[config.mk]
export PLATFORM = sky130hd
export DESIGN_NAME = data_mem_param
export DESIGN_NICKNAME = d
export VERILOG_FILES = /design/src/rtl/data_mem_param.sv
export SDC_FILE = /design/constraint.sdc
export NUM_CORES = 2
export LEC_CHECK = 0
export CORE_MARGIN = 4
export CORE_UTILIZATION = 50
export DETAILED_ROUTE_END_ITERATION = 8
export PLACE_DENSITY = 0.65
export REMOVE_ABC_BUFFERS = 1
export SYNTH_ARGS = -nofsm -noshare
export SYNTH_HDL_FRONTEND = slang
export SYNTH_SLANG_ARGS = --single-unit
[constraint.sdc]
create_clock -name clk -period 8.9 [get_ports clk]
set_clock_uncertainty 0.2 [all_clocks]
set_input_delay 0.89 -clock clk [delete_from_list [all_inputs] [get_ports clk]]
set_output_delay 0.89 -clock clk [all_outputs]
set_load 0.005 [all_outputs]
[src/rtl/data_mem_param.sv]
// Word-addressed data memory with per-byte write enables, registered reads,
// out-of-range flagging and a post-reset clear sweep that holds busy high.
module data_mem_param #(
  parameter int DATA_W = 16,
  parameter int ADDR_W = 16,
  parameter int DEPTH  = 256
) (
  input  logic                  clk,
  input  logic                  rst,
  input  logic [ADDR_W-1:0]     address,
  input  logic [DATA_W-1:0]     write_data,
  input  logic [DATA_W/8-1:0]   be,
  input  logic                  memw,
  input  logic                  memr,
  output logic [DATA_W-1:0]     read_data,
  output logic                  rvalid,
  output logic                  busy,
  output logic                  err
);

  localparam int NB    = DATA_W / 8;
  localparam int IDX_W = (DEPTH > 1) ? $clog2(DEPTH) : 1;

  localparam logic [IDX_W-1:0]  LAST_IDX  = IDX_W'(DEPTH - 1);
  localparam logic [ADDR_W:0]   DEPTH_EXT = (ADDR_W + 1)'(DEPTH);

  localparam logic S_CLEAR = 1'b0;
  localparam logic S_READY = 1'b1;

  logic              state_q, state_d;
  logic [IDX_W-1:0]  cnt_q, cnt_d;
  logic [DATA_W-1:0] rdata_q, rdata_d;
  logic              rvalid_q, rvalid_d;
  logic              err_q, err_d;

  logic [DATA_W-1:0] mem [DEPTH];

  logic              ready;
  logic              in_range;
  logic [IDX_W-1:0]  idx;
  logic              wr_en;

  assign ready    = (state_q == S_READY);
  // Range check uses the full address; only then are the low bits trusted as an index.
  assign in_range = ({1'b0, address} < DEPTH_EXT);
  assign idx      = address[IDX_W-1:0];
  assign wr_en    = ready && !rst && memw && in_range;

  always_comb begin
    state_d = state_q;
    cnt_d   = cnt_q;
    if (state_q == S_CLEAR) begin
      cnt_d = cnt_q + IDX_W'(1);
      if (cnt_q == LAST_IDX) begin
        state_d = S_READY;
      end
    end
  end

  always_comb begin
    rdata_d  = rdata_q;
    rvalid_d = ready && memr;
    err_d    = ready && (memr || memw) && !in_range;
    if (ready && memr) begin
      rdata_d = in_range ? mem[idx] : '0;
    end
  end

  always_ff @(posedge clk) begin
    if (rst) begin
      state_q  <= S_CLEAR;
      cnt_q    <= '0;
      rdata_q  <= '0;
      rvalid_q <= 1'b0;
      err_q    <= 1'b0;
    end else begin
      state_q  <= state_d;
      cnt_q    <= cnt_d;
      rdata_q  <= rdata_d;
      rvalid_q <= rvalid_d;
      err_q    <= err_d;
    end
  end

  // Array has no reset; the sweep zeroes it one word per cycle instead.
  always_ff @(posedge clk) begin
    if (state_q == S_CLEAR) begin
      mem[cnt_q] <= '0;
    end else if (wr_en) begin
      for (int unsigned i = 0; i < NB; i++) begin
        if (be[i]) begin
          mem[idx][8*i +: 8] <= write_data[8*i +: 8];
        end
      end
    end
  end

  assign read_data = rdata_q;
  assign rvalid    = rvalid_q;
  assign err       = err_q;
  assign busy      = (state_q == S_CLEAR);

endmodule

### Word level (Yosys, flattened, before mapping)

Memories as Yosys holds them, arrays and structs flattened.
Cells that the tools add are included.

| storage, ports and cells | value |
|---|---|
| memory bits (writable) | 4,096 |
| memories | 1 |
| latch bits | 0 |
| logic and storage cells | 35 |
| input bits | 38 |
| output and inout port bits | 19 |
| register bits | 27 |
| bits in read-only memories | 0 |

| operators by class | value |
|---|---|
| $add $sub $neg | 1 |
| reduce and logical (&&, ||, !) cells | 10 |
| multipliers | 0 |
| shift operators | 0 |
| bitwise logic cells | 1 |
| order comparisons | 1 |
| div/mod/pow operators | 0 |
| muxes and demuxes | 15 |
| equal/unequal tests | 1 |

Memory list:

| name | words | width | rd ports | clocked after Yosys merged registers in | wr ports | RTL line | RTL |
|---|---|---|---|---|---|---|---|
| mem | 256 | 16 | 1 | 0 | 1 | 36 | `logic [DATA_W-1:0] mem [DEPTH];` |

Operators with widths:

| kind | count |
|---|---|
| 16-bit two-way mux | 2 |
| 16-bit by 9-bit < comparator with 1-bit output (second input constant) | 1 |
| 16-bit OR reduction | 1 |
| 1-bit two-way mux | 11 |
| 8-bit by 1-bit adder with 8-bit output (second input constant) | 1 |
| 8-bit == test (second input constant) | 1 |
| 8-bit two-way mux | 1 |
| 1-bit logical AND | 6 |
| 1-bit logical NOT | 2 |
| 2-bit two-way mux | 1 |
| 1-bit logical OR | 1 |
| 1-bit NOT | 1 |

### Logic depth before layout (Yosys ltp)

| logic depth | value |
|---|---|
| word-level depth | 9 |
| depth in mapped cells | 13 |
| depth with buffers taken out | 8 |

### Least setup slack after synthesis

OpenSTA, ideal clock, no wires.

| timing | value |
|---|---|
| path type | input to register |
| start | input port address[10] |
| end | memory mem[0][10] (data pin) |
| data required time | 7,830 ps |
| setup slack | 2,352 ps |
| buffers on the path | 3 |
| setup time | 870 ps |
| cell stages on the path | 6 |
| arrival time | 5,478 ps |
| cell sequence | nor4_1 -> and4_1 -> buf_2 -> clkbuf_1 -> clkbuf_1 -> and2_1 |

| between the ends | value |
|---|---|
| cells in the longest elaborated chain, start to end | 7 |
| elaborated cells on any way between the ends | 10 |
| classes of those cells | 1 x order compare; 7 x mux; 2 x reduce/logical |

Ends and longest elaborated chain:

| what | RTL line | RTL |
|---|---|---|
| start: declaration | 10 | `input logic [ADDR_W-1:0] address,` |
| 16-bit by 9-bit < comparator with 1-bit output * | 45 | `assign in_range = ({1'b0, address} < DEPTH_EXT);` |
| 1-bit logical AND * | 47 | `assign wr_en = ready && !rst && memw && in_range;` |
| 1-bit two-way mux | 89 | `end else if (wr_en) begin` |
| 1-bit two-way mux | 87 | `if (state_q == S_CLEAR) begin` |
| 1-bit two-way mux (not written as such) | 92 | `mem[idx][8*i +: 8] <= write_data[8*i +: 8];` |
| 16-bit OR reduction (no line) * | - |  |
| 16-bit two-way mux (no line) * | - |  |
| end: declaration | 36 |  |

Mark *: on every way between the ends. The rest lies on a longest branch, timed or not.

### Worst setup path in the final report

| timing | value |
|---|---|
| start | input port address[14] |
| end | memory mem[178][6] (enable) |

| between the ends | value |
|---|---|
| cells in the longest elaborated chain, start to end | 7 |
| elaborated cells on any way between the ends | 11 |
| classes of those cells | 1 x order compare; 8 x mux; 2 x reduce/logical |

Ends and longest elaborated chain:

| what | RTL line |
|---|---|
| 16-bit by 9-bit < comparator with 1-bit output * | 45 |
| 1-bit logical AND * | 47 |
| 1-bit two-way mux | 89 |
| 1-bit two-way mux | 87 |
| 1-bit two-way mux (not written as such) | 92 |
| 16-bit OR reduction (no line) | - |
| 8-bit two-way mux (no line) / 2-bit two-way mux (equally long branches) | - |

Marks and branches as above.

==> impl_metrics.csv <==
group,metric,value,unit
run_status,status,"finished clean",
worst_setup_path,critPathLaunchType,"input pin",
synthesis,synth_cells,7708,
route,routed_wl,471000,um
clock_network,cts_tree,"done",
clock_network,cts_root_buffer,"clkbuf_16",
power_and_ir_drop,sw_frac_of_total,20.9,%
synthesis,ys.flop_type,"edfxtp_1",
timing,maxSlewViolCount,0,
floorplan,fp-row-count,207,
power_and_ir_drop,p_per_area,221,nW/um^2
synthesis,synth.most_common_cell,"edfxtp_1",
worst_hold_path,min_from,"read_data[7]$_SDFFE_PP0P_",
clock_network,clkSinkCount,4123,
clock_network,cts.htree.levels,5,
clock_network,cts.clk_slew.worst_paths,60,ps
floorplan,coreArea,318000,um^2
flow_run,drv_cap,0,
synthesis,netlist_area,160000,um^2
place,hpwl,278000,um
timing,period_minus_slack,5280,ps
clock_network,post-cts-setup-buffer-count,0,
synthesis,synth.area.top_cells,"edfxtp_1 77%, mux4_2 12%, mux2i_1 2.0%",
floorplan,initial_utilization,50.3,%
worst_hold_path,worstHoldEndpoint,"read_data[7]$_SDFFE_PP0P_",
worst_hold_path,hp-class,"reg -> reg",
global_routing,grt_pass1_wl,659000,um
timing,post-route-period-util,59.3,%
route,drtAntennaViolNets,0,
worst_setup_path,timing.rr.start,"ready$_SDFF_PP0_",
power_and_ir_drop,combPwrFrac,3.0,%
timing,slew-limit-headroom,10.3,%
synthesis,synth-edff-count,4096,
route,drt-vias-per-instance,6.73,
worst_setup_path,cp_max_fo,28,
finish,design_area,178000,um^2
worst_setup_path,rrSetupSlack,3910,ps
timing,setup_violations,0,
route,drt_iter0_markers,13089,
floorplan,io_pins,57,
place,gp_congestion,0.893,
route,wl_per_cell,37.9,um
timing,clock.fmax,189,MHz
worst_setup_path,critPathArrivalTime,5650,ps
global_routing,overflow,0,
synthesis,synth_warnings,0,
finish,area.growth.synth_to_final,11.3,%
power_and_ir_drop,p_leak,65.4,nW
worst_setup_path,worst_r2r_path_depth,7,
clock_network,cts_buffer_depth,4,
synthesis,ys_seq_area_share,77.2,%
route,remaining_drc_errors,0,
timing,rsz0062_at_grt,"false",
route,vias,83523,
power_and_ir_drop,vdd_ir_drop_max,0.000162,V
clock_network,clkLatencyLatePin,960,ps
finish,layout.nets,7920,
global_routing,grt_pass1_vias,81935,
clock_network,cts_resized,0,
worst_setup_path,cp-end-kind,"flip-flop",
worst_hold_path,min_path_cells,2,
route,drtPass1Iterations,6,
synthesis,ys_seq_elements,4123,
clock_network,numCtsBuffers,405,
power_and_ir_drop,power_switching,8.24,mW
worst_setup_path,crit_start,"address[14]",
synthesis,synth_area_leader_cell,"edfxtp_1",
synthesis,ys_types,79,
place,port_buffers,56,
timing,tightest_slew,1340,ps
global_routing,grt_max_degree,173,
global_routing,grt_usage,28.3,%
clock_network,cts_hold_buf,0,
synthesis,synth_common_cells,"4096 x edfxtp_1, 871 x mux4_2, 600 x nor2_1",
finish,layout-drive-gt1-share,21.6,%
worst_setup_path,path_class,"in -> reg",
power_and_ir_drop,p_int,31.1,mW
floorplan,dieArea,329000,um^2
worst_setup_path,r2r_end,"mem[178][6]$_DFFE_PP_",
place,place_area,165000,um^2
timing,setup_tns,0,ps
synthesis,async_flop_share,0,%
synthesis,synth_area_per_cell,20.8,um^2
timing,hold_viol_final,0,
worst_setup_path,worstPathRequired,9260,ps
power_and_ir_drop,clockPowerShare,43.5,%
power_and_ir_drop,pwr-share-seq,53.5,%
floorplan,die_h,574,um
global_routing,grt_antenna_before_repair,24,
synthesis,synth_top_area_share,76.9,%
floorplan,die_w,574,um
cell usage in the layout, fill, tap and decap left out, types with 13 or more instances in the layout:
| master | instances |
|---|---|
| edfxtp_1 | 4096 |
| mux4_2 | 871 |
| nor2_1 | 596 |
| clkbuf_16 | 412 |
| mux2i_1 | 327 |
| nand2_1 | 230 |
| buf_4 | 169 |
| a22oi_1 | 146 |
| o22ai_1 | 137 |
| a21oi_1 | 99 |
| clkinv_2 | 90 |
| clkinv_1 | 88 |
| clkbuf_1 | 72 |
| nand3_1 | 61 |
| nor3_1 | 57 |
| o21ai_0 | 52 |
| o221ai_1 | 50 |
| clkdlybuf4s50_1 | 48 |
| a31oi_1 | 42 |
| bufinv_16 | 41 |
| a211oi_1 | 33 |
| mux2_2 | 31 |
| buf_12 | 28 |
| dfxtp_1 | 27 |
| a221oi_1 | 23 |
| a32oi_1 | 21 |
| nand4_1 | 20 |
| a2111oi_0 | 19 |
| and2_4 | 17 |
| clkinvlp_4 | 17 |
| and2_1 | 15 |
| o211ai_1 | 15 |
| diode_2 | 14 |
| nor4_1 | 14 |
| a22o_1 | 14 |
| o31ai_1 | 13 |
| nand2_4 | 13 |
critical path: stages:
cell,delay [ps]
clkdlybuf4s50_1,440
nor4_1,640
and4_1,290
buf_4,390
a31oi_1,180
nor2_1,1020
nand2_1,870
nor2_1,830
cell families after synthesis:
logic type | count (synthesis) | synth area share, %
flops | 4123 | 77.2
mux | 1234 | 14.6
simple gates | 1119 | 3.00
compound gates | 729 | 3.20
buf+inv | 495 | 1.93
xor+xnor | 7 | 0.0383
fa+ha+maj | 1 | 0.00782
metal layers:
| metal | vias to the layer above | GRT usage [%] | wire length [um] |
|---|---|---|---|
| met4 | 16 | 11.9 | 23000 |
| met1 | 44036 | 39.5 | 174000 |
| met2 | 5976 | 42.5 | 216000 |
| met3 | 1007 | 7.73 | 58100 |
| li1 | 32488 | - | - |
| met5 | - | 0 | 109 |
layout make-up:
class / count / area (um^2)
multi-input combinational: 3090 / 33700
sequential: 4123 / 124000
fill: 23111 / 140000
timing repair buffer: 253 / 2400
clock inverter: 261 / 2520
antenna: 14 / 35.0
clock buffer: 488 / 10600
tap: 4180 / 5230
inverter: 8 / 37.5
worst max-delay path by stage:
| stage | to | depth (start not counted) | slack, ps |
|---|---|---|---|
| floorplan | mem[0][0]$_DFFE_PP_ | 3 | 2590 |
| global placement | mem[143][0]$_DFFE_PP_ | 8 | 2580 |
| detailed placement | mem[68][1]$_DFFE_PP_ | 8 | 2860 |
| CTS | mem[68][5]$_DFFE_PP_ | 8 | 3840 |
| global route | mem[181][3]$_DFFE_PP_ | 8 | 3590 |
| finish | mem[178][6]$_DFFE_PP_ | 8 | 3620 |
stage by stage:
step	power, mW	instances	worst slack, ps	hold slack (ps)	utilization, %
floorplan	21.9	7221	2590	246	-
global placement	22.6	11654	2580	270	51.8
detailed placement	22.6	11654	2860	284	51.8
CTS	39.4	12403	3840	294	56.0
global route	40.3	12404	3590	318	56.0
finish	39.3	12417	3620	305	56.0
power groups by stage:
stage	clock, mW	combinational (mW)	sequential [mW]
3_5_place_dp	0	1.17	21.5
3_3_place_gp	0	1.16	21.5
5_1_grt	18.1	1.21	21.0
2_1_floorplan	0	0.409	21.5
4_1_cts	17.2	1.17	21.0
6_report	17.1	1.19	21.0
sequential cells by signal, indices dropped and copies added (netlist names):
signal     count
mem         4096
read_data     16
cnt_q          8
err            1
ready          1
rvalid         1
No activity file was read; power rests on OpenSTA's default activity.
